--- config.mk ---
export PLATFORM = sky130hd
export DESIGN_NAME = arb2_rr_ctrl_flat
export DESIGN_NICKNAME = d
export VERILOG_FILES = /design/src/rtl/arb2_rr_ctrl_if.sv /design/src/rtl/arb2_rr_ctrl.sv /design/src/flat_wrapper.sv
export SDC_FILE = /design/constraint.sdc
export NUM_CORES = 1
export LEC_CHECK = 0
export BUFFER_PORTS_ARGS = -buffer_cell sky130_fd_sc_hd__buf_2
export CAP_MARGIN = 20
export CORE_ASPECT_RATIO = 1.25
export CORE_UTILIZATION = 40
export DETAILED_ROUTE_END_ITERATION = 16
export GPL_TIMING_DRIVEN = 1
export SYNTH_ARGS = -nofsm -noshare
export SYNTH_HDL_FRONTEND = slang
export SYNTH_SLANG_ARGS = --single-unit
--- constraint.sdc ---
create_clock -name clock -period 2.3 [get_ports clock]
set_input_delay 0.345 -clock clock [delete_from_list [all_inputs] [get_ports clock]]
set_output_delay 0.345 -clock clock [all_outputs]
set_load 0.01 [all_outputs]
--- src/rtl/arb2_rr_ctrl_if.sv ---
// Handshake bundle between the requesting clients and the two-way round-robin arbiter.
// The master side drives requests and enable. The slave side, the arbiter, returns grants and status.
interface arb2_rr_ctrl_if;
    logic enable;
    logic req_0;
    logic req_1;
    logic gnt_0;
    logic gnt_1;
    logic busy;
    logic timeout;

    modport master (
        output enable,
        output req_0,
        output req_1,
        input  gnt_0,
        input  gnt_1,
        input  busy,
        input  timeout
    );

    modport slave (
        input  enable,
        input  req_0,
        input  req_1,
        output gnt_0,
        output gnt_1,
        output busy,
        output timeout
    );
endinterface

--- src/rtl/arb2_rr_ctrl.sv ---
// Two-client round-robin arbiter with registered grants and a mandatory IDLE turnaround cycle.
// A hold watchdog reclaims the resource after MAX_HOLD cycles.
module arb2_rr_ctrl #(
    parameter int MAX_HOLD = 16,
    parameter int CNT_W    = 5
) (
    input  logic                clock,
    input  logic                reset,
    arb2_rr_ctrl_if.slave       bus
);

    typedef enum logic [1:0] {
        IDLE = 2'd0,
        GNT0 = 2'd1,
        GNT1 = 2'd2
    } state_t;

    localparam logic [CNT_W-1:0] MAX_HOLD_C = CNT_W'(MAX_HOLD);
    localparam logic [CNT_W-1:0] ONE_C      = CNT_W'(1);
    localparam bit               WDOG_EN    = (MAX_HOLD != 0);

    state_t           state_q, state_d;
    logic             last_q, last_d;
    logic [CNT_W-1:0] cnt_q, cnt_d;
    logic             gnt_0_q, gnt_0_d;
    logic             gnt_1_q, gnt_1_d;
    logic             busy_q, busy_d;
    logic             timeout_q, timeout_d;
    logic             owner_req;

    always_comb begin
        state_d   = state_q;
        last_d    = last_q;
        cnt_d     = cnt_q;
        timeout_d = 1'b0;
        owner_req = (state_q == GNT0) ? bus.req_0 : bus.req_1;

        case (state_q)
            IDLE: begin
                if (bus.enable) begin
                    // On a tie, the client that did not own the bus most recently wins.
                    if (bus.req_0 && (!bus.req_1 || last_q)) begin
                        state_d = GNT0;
                        last_d  = 1'b0;
                        cnt_d   = ONE_C;
                    end else if (bus.req_1) begin
                        state_d = GNT1;
                        last_d  = 1'b1;
                        cnt_d   = ONE_C;
                    end
                end
            end
            GNT0, GNT1: begin
                // A voluntary release takes precedence over the watchdog firing.
                if (!owner_req) begin
                    state_d = IDLE;
                end else if (WDOG_EN && (cnt_q == MAX_HOLD_C)) begin
                    state_d   = IDLE;
                    timeout_d = 1'b1;
                end else if (WDOG_EN) begin
                    cnt_d = cnt_q + ONE_C;
                end
            end
            default: begin
                state_d = IDLE;
            end
        endcase

        gnt_0_d = (state_d == GNT0);
        gnt_1_d = (state_d == GNT1);
        busy_d  = gnt_0_d | gnt_1_d;
    end

    always_ff @(posedge clock or negedge reset) begin
        if (!reset) begin
            state_q   <= IDLE;
            last_q    <= 1'b1;
            cnt_q     <= '0;
            gnt_0_q   <= 1'b0;
            gnt_1_q   <= 1'b0;
            busy_q    <= 1'b0;
            timeout_q <= 1'b0;
        end else begin
            state_q   <= state_d;
            last_q    <= last_d;
            cnt_q     <= cnt_d;
            gnt_0_q   <= gnt_0_d;
            gnt_1_q   <= gnt_1_d;
            busy_q    <= busy_d;
            timeout_q <= timeout_d;
        end
    end

    assign bus.gnt_0   = gnt_0_q;
    assign bus.gnt_1   = gnt_1_q;
    assign bus.busy    = busy_q;
    assign bus.timeout = timeout_q;

endmodule

--- src/flat_wrapper.sv ---
// flat-port wrapper written by rule: the top's interface ports become plain ports
module arb2_rr_ctrl_flat 
#(
    parameter int MAX_HOLD = 16,
    parameter int CNT_W    = 5
)
  (clock, reset, bus_enable, bus_req_0, bus_req_1, bus_gnt_0, bus_gnt_1, bus_busy, bus_timeout);
  arb2_rr_ctrl_if bus_i ();
  input  logic clock;
  input  logic reset;
  input wire logic [$bits(bus_i.enable)-1:0] bus_enable;
  input wire logic [$bits(bus_i.req_0)-1:0] bus_req_0;
  input wire logic [$bits(bus_i.req_1)-1:0] bus_req_1;
  output wire logic [$bits(bus_i.gnt_0)-1:0] bus_gnt_0;
  output wire logic [$bits(bus_i.gnt_1)-1:0] bus_gnt_1;
  output wire logic [$bits(bus_i.busy)-1:0] bus_busy;
  output wire logic [$bits(bus_i.timeout)-1:0] bus_timeout;
  assign bus_i.enable = bus_enable;
  assign bus_i.req_0 = bus_req_0;
  assign bus_i.req_1 = bus_req_1;
  assign bus_gnt_0 = bus_i.gnt_0;
  assign bus_gnt_1 = bus_i.gnt_1;
  assign bus_busy = bus_i.busy;
  assign bus_timeout = bus_i.timeout;
  arb2_rr_ctrl #(.MAX_HOLD(MAX_HOLD), .CNT_W(CNT_W)) u_core (.clock(clock), .reset(reset), .bus(bus_i));
endmodule
==> impl_metrics.env <==
export IMPL_status="finished clean"
export IMPL_setup_viol=0
export IMPL_skew_ns=0.002420
export IMPL_path_buf_inv=2
export IMPL_gr_total_overflow=0
export IMPL_via_count=572
export IMPL_worst_slew_pin_slew_ns=0.5121
export IMPL_cts_root_buffer="clkbuf_4"
export IMPL_p_comb_share_pct=44.9
export IMPL_max_freq_ghz=0.5287
export IMPL_cts_resized=0
export IMPL_grt_pass1_wl_mm=2.470
export IMPL_crit_chain="inv_1 -> ha_1 -> nor2b_1 -> nand3_1 -> a21oi_1 -> ha_1 -> inv_1"
export IMPL_power_share_clock_pct=17.4
export IMPL_finalSetupTns_ns=0
export IMPL_fin_crit_ns=1.891
export IMPL_cts_buffers=3
export IMPL_post_cts_setup_buffer_count=0
export IMPL_required_ns=2.51
export IMPL_synthCells=70
export IMPL_synth_distinct_cells=26
export IMPL_cts_tree="yes"
export IMPL_drc_errors=0
export IMPL_power_density_mw_per_mm2=1155
export IMPL_intPower_mw=0.5770
export IMPL_ant_nets=0
export IMPL_swShare_pct=39.49
export IMPL_avgSynthCellArea_um2=10.31
export IMPL_via_per_inst=5.720
export IMPL_syn_nets=82
export IMPL_die_area_mm2=0.001980
export IMPL_worst_setup_path_end_kind="flip-flop"
export IMPL_layout_setup_ws_ns=0.4085
export IMPL_place_gp_congestion=0.7121
export IMPL_start_util_pct=44.52
export IMPL_power_leakage_nw=0.3839
export IMPL_grt_antenna_before_repair=0
export IMPL_die_width_um=40
export IMPL_rows=16
export IMPL_relSlewSlack_pct=65.58
export IMPL_max_vdd_ir_drop_v=0.0005577
export IMPL_hp_class="in2reg"
export IMPL_critPathArrivalTime_ns=2.11
export IMPL_grt_pass1_vias=568
export IMPL_drtIter0Drc=9
export IMPL_hold_buffers=1
export IMPL_criticalPathCategory="reg2reg"
export IMPL_dp_slack_ns=0.4298
export IMPL_finalMaxSlewViolations=0
export IMPL_first_pass_iters=4
export IMPL_drt_wirelength_per_cell_um=13.79
export IMPL_portBuffers=8
export IMPL_fin_area_um2=825.8
export IMPL_yosysSeqAreaShare_pct=41.77
export IMPL_power_switching_mw=0.3765
export IMPL_core_area_mm2=0.001622
export IMPL_htreeDepth=1
export IMPL_clkTransAtPathRegs_ns=0.08
export IMPL_crit_path_start_kind="flip-flop"
export IMPL_area_growth_pct=14.38
export IMPL_place_hpwl_mm=1.010
export IMPL_p_seq_share_pct=37.7
export IMPL_grt_max_degree=13
export IMPL_rsz0062_at_grt="no"
export IMPL_nets=95
export IMPL_cts_max_path_buffers=2
export IMPL_slowest_delay_ns=0.47
export IMPL_yosysWarnings=0
export IMPL_totalPowerFinal_mw=0.9535
export IMPL_routed_wl_mm=1.379
export IMPL_clock_sinks=12
export IMPL_utilization_pct=50.93
export IMPL_worst_r2r_setup_slack_ns=0.41
export IMPL_fin_crit_sh_pct=82.24
export IMPL_slowest_stage="ha_1"
export IMPL_synthesis_area_um2=721.9
export IMPL_io_pins=9
export IMPL_diodes=0
export IMPL_cp_max_fo=11
export IMPL_hold_viol_final=0
export IMPL_cp_top_family="adder cells"
export IMPL_drive_gt1_share_pct=20.73
export IMPL_cap_violations=0
export IMPL_place_area_um2=779.5
export IMPL_grt_usage_pct=17.79
export IMPL_clock_latency_ns=0.27
export IMPL_die_y_um=49.50
export IMPL_synth_seq_cells=12
==> per-stage QoR <==
stage / instances / hold slack [ns]
floorplan: 70 / 0.04941
global placement: 95 / 0.2395
detailed placement: 95 / 0.2408
CTS: 100 / 0.3093
global route: 100 / 0.3316
finish: 100 / 0.3220
==> kinds of logic after synthesis <==
logic type / synth area share, %
DFF: 41.77
buffers and inverters: 3.812
and+or+nand+nor: 21.14
adders and majority gates: 12.13
muxes: 1.906
AOI/OAI and AO/OA: 19.24
==> synthesized netlist by cell type (all sizes together) <==
cell,count,area (um2)
nand3,4,20.02
buf,1,5.000
nor3b,1,7.510
and4bb,1,16.27
dfrtp,11,275.3
o21ai,2,10.00
nor2b,2,12.51
a21o,2,15.01
nand2,6,22.52
ha,7,87.58
nand4bb,1,11.26
o2bb2ai,1,8.760
dfstp,1,26.28
a32o,1,10.01
mux2i,1,13.76
nand2b,2,12.51
nor2,2,7.510
a32oi,1,8.760
inv,6,22.52
a41oi,3,26.28
a31oi,4,25.02
nor4,1,12.51
and2,1,6.260
nor4b,1,23.77
a21oi,7,35.03
==> power groups by stage <==
stage | combinational, mW | clock (mW) | sequential (mW)
2_1_floorplan | 0.331 | 0 | 0.355
3_3_place_gp | 0.425 | 0 | 0.360
3_5_place_dp | 0.428 | 0 | 0.362
4_1_cts | 0.433 | 0.176 | 0.359
5_1_grt | 0.485 | 0.188 | 0.373
6_report | 0.429 | 0.166 | 0.359
==> per-layer routing <==
layer	part of all wire [%]	GRT usage [%]	vias up
li1	-	-	281
met1	44	23.19	280
met2	51	25.81	9
met3	3.5	5.405	2
met4	1.1	8.621	0
met5	0	0	-
==> final timing paths <==
path,end,cells after the start,from
setup / recovery,u_core.bus.busy,7,u_core.state_q[0]
hold / removal,u_core.last_q,2,bus_enable
setup reg to reg,u_core.bus.busy,7,u_core.state_q[0]
hold reg to reg,u_core.cnt_q[4],1,u_core.cnt_q[4]
max in group asynchronous,u_core.last_q,2,reset
min in group asynchronous,u_core.cnt_q[2],2,reset
==> registers in the layout, indices dropped and copies added (netlist names) <==
| name | flops |
|---|---|
| u_core.cnt_q | 5 |
| u_core.state_q | 2 |
| u_core.bus.busy | 1 |
| u_core.bus.gnt_0 | 1 |
| u_core.bus.gnt_1 | 1 |
| u_core.bus.timeout | 1 |
| u_core.last_q | 1 |
==> layout make-up <==
type	instances	area (um2)
inverters	6	22.52
flip-flops and latches	12	301.5
multi-input cells	51	392.9
well taps	18	22.52
clock buffers	4	36.28
fillers	151	795.8
repair buffers	9	50.05
==> cells in the final DEF, fill, tap and decap left out, drive strengths merged, types with 2 or more instances in the layout <==
master	synthesis	final
dfrtp	11	11
nor2b	2	2
a21o	2	2
a21oi	7	7
a41oi	3	3
buf	1	8
o21ai	2	2
ha	7	7
nor2	2	2
clkbuf	0	4
nand2	6	6
nand2b	2	2
nand3	4	4
a31oi	4	4
inv	6	6
No activity file was read; power rests on OpenSTA's default activity.
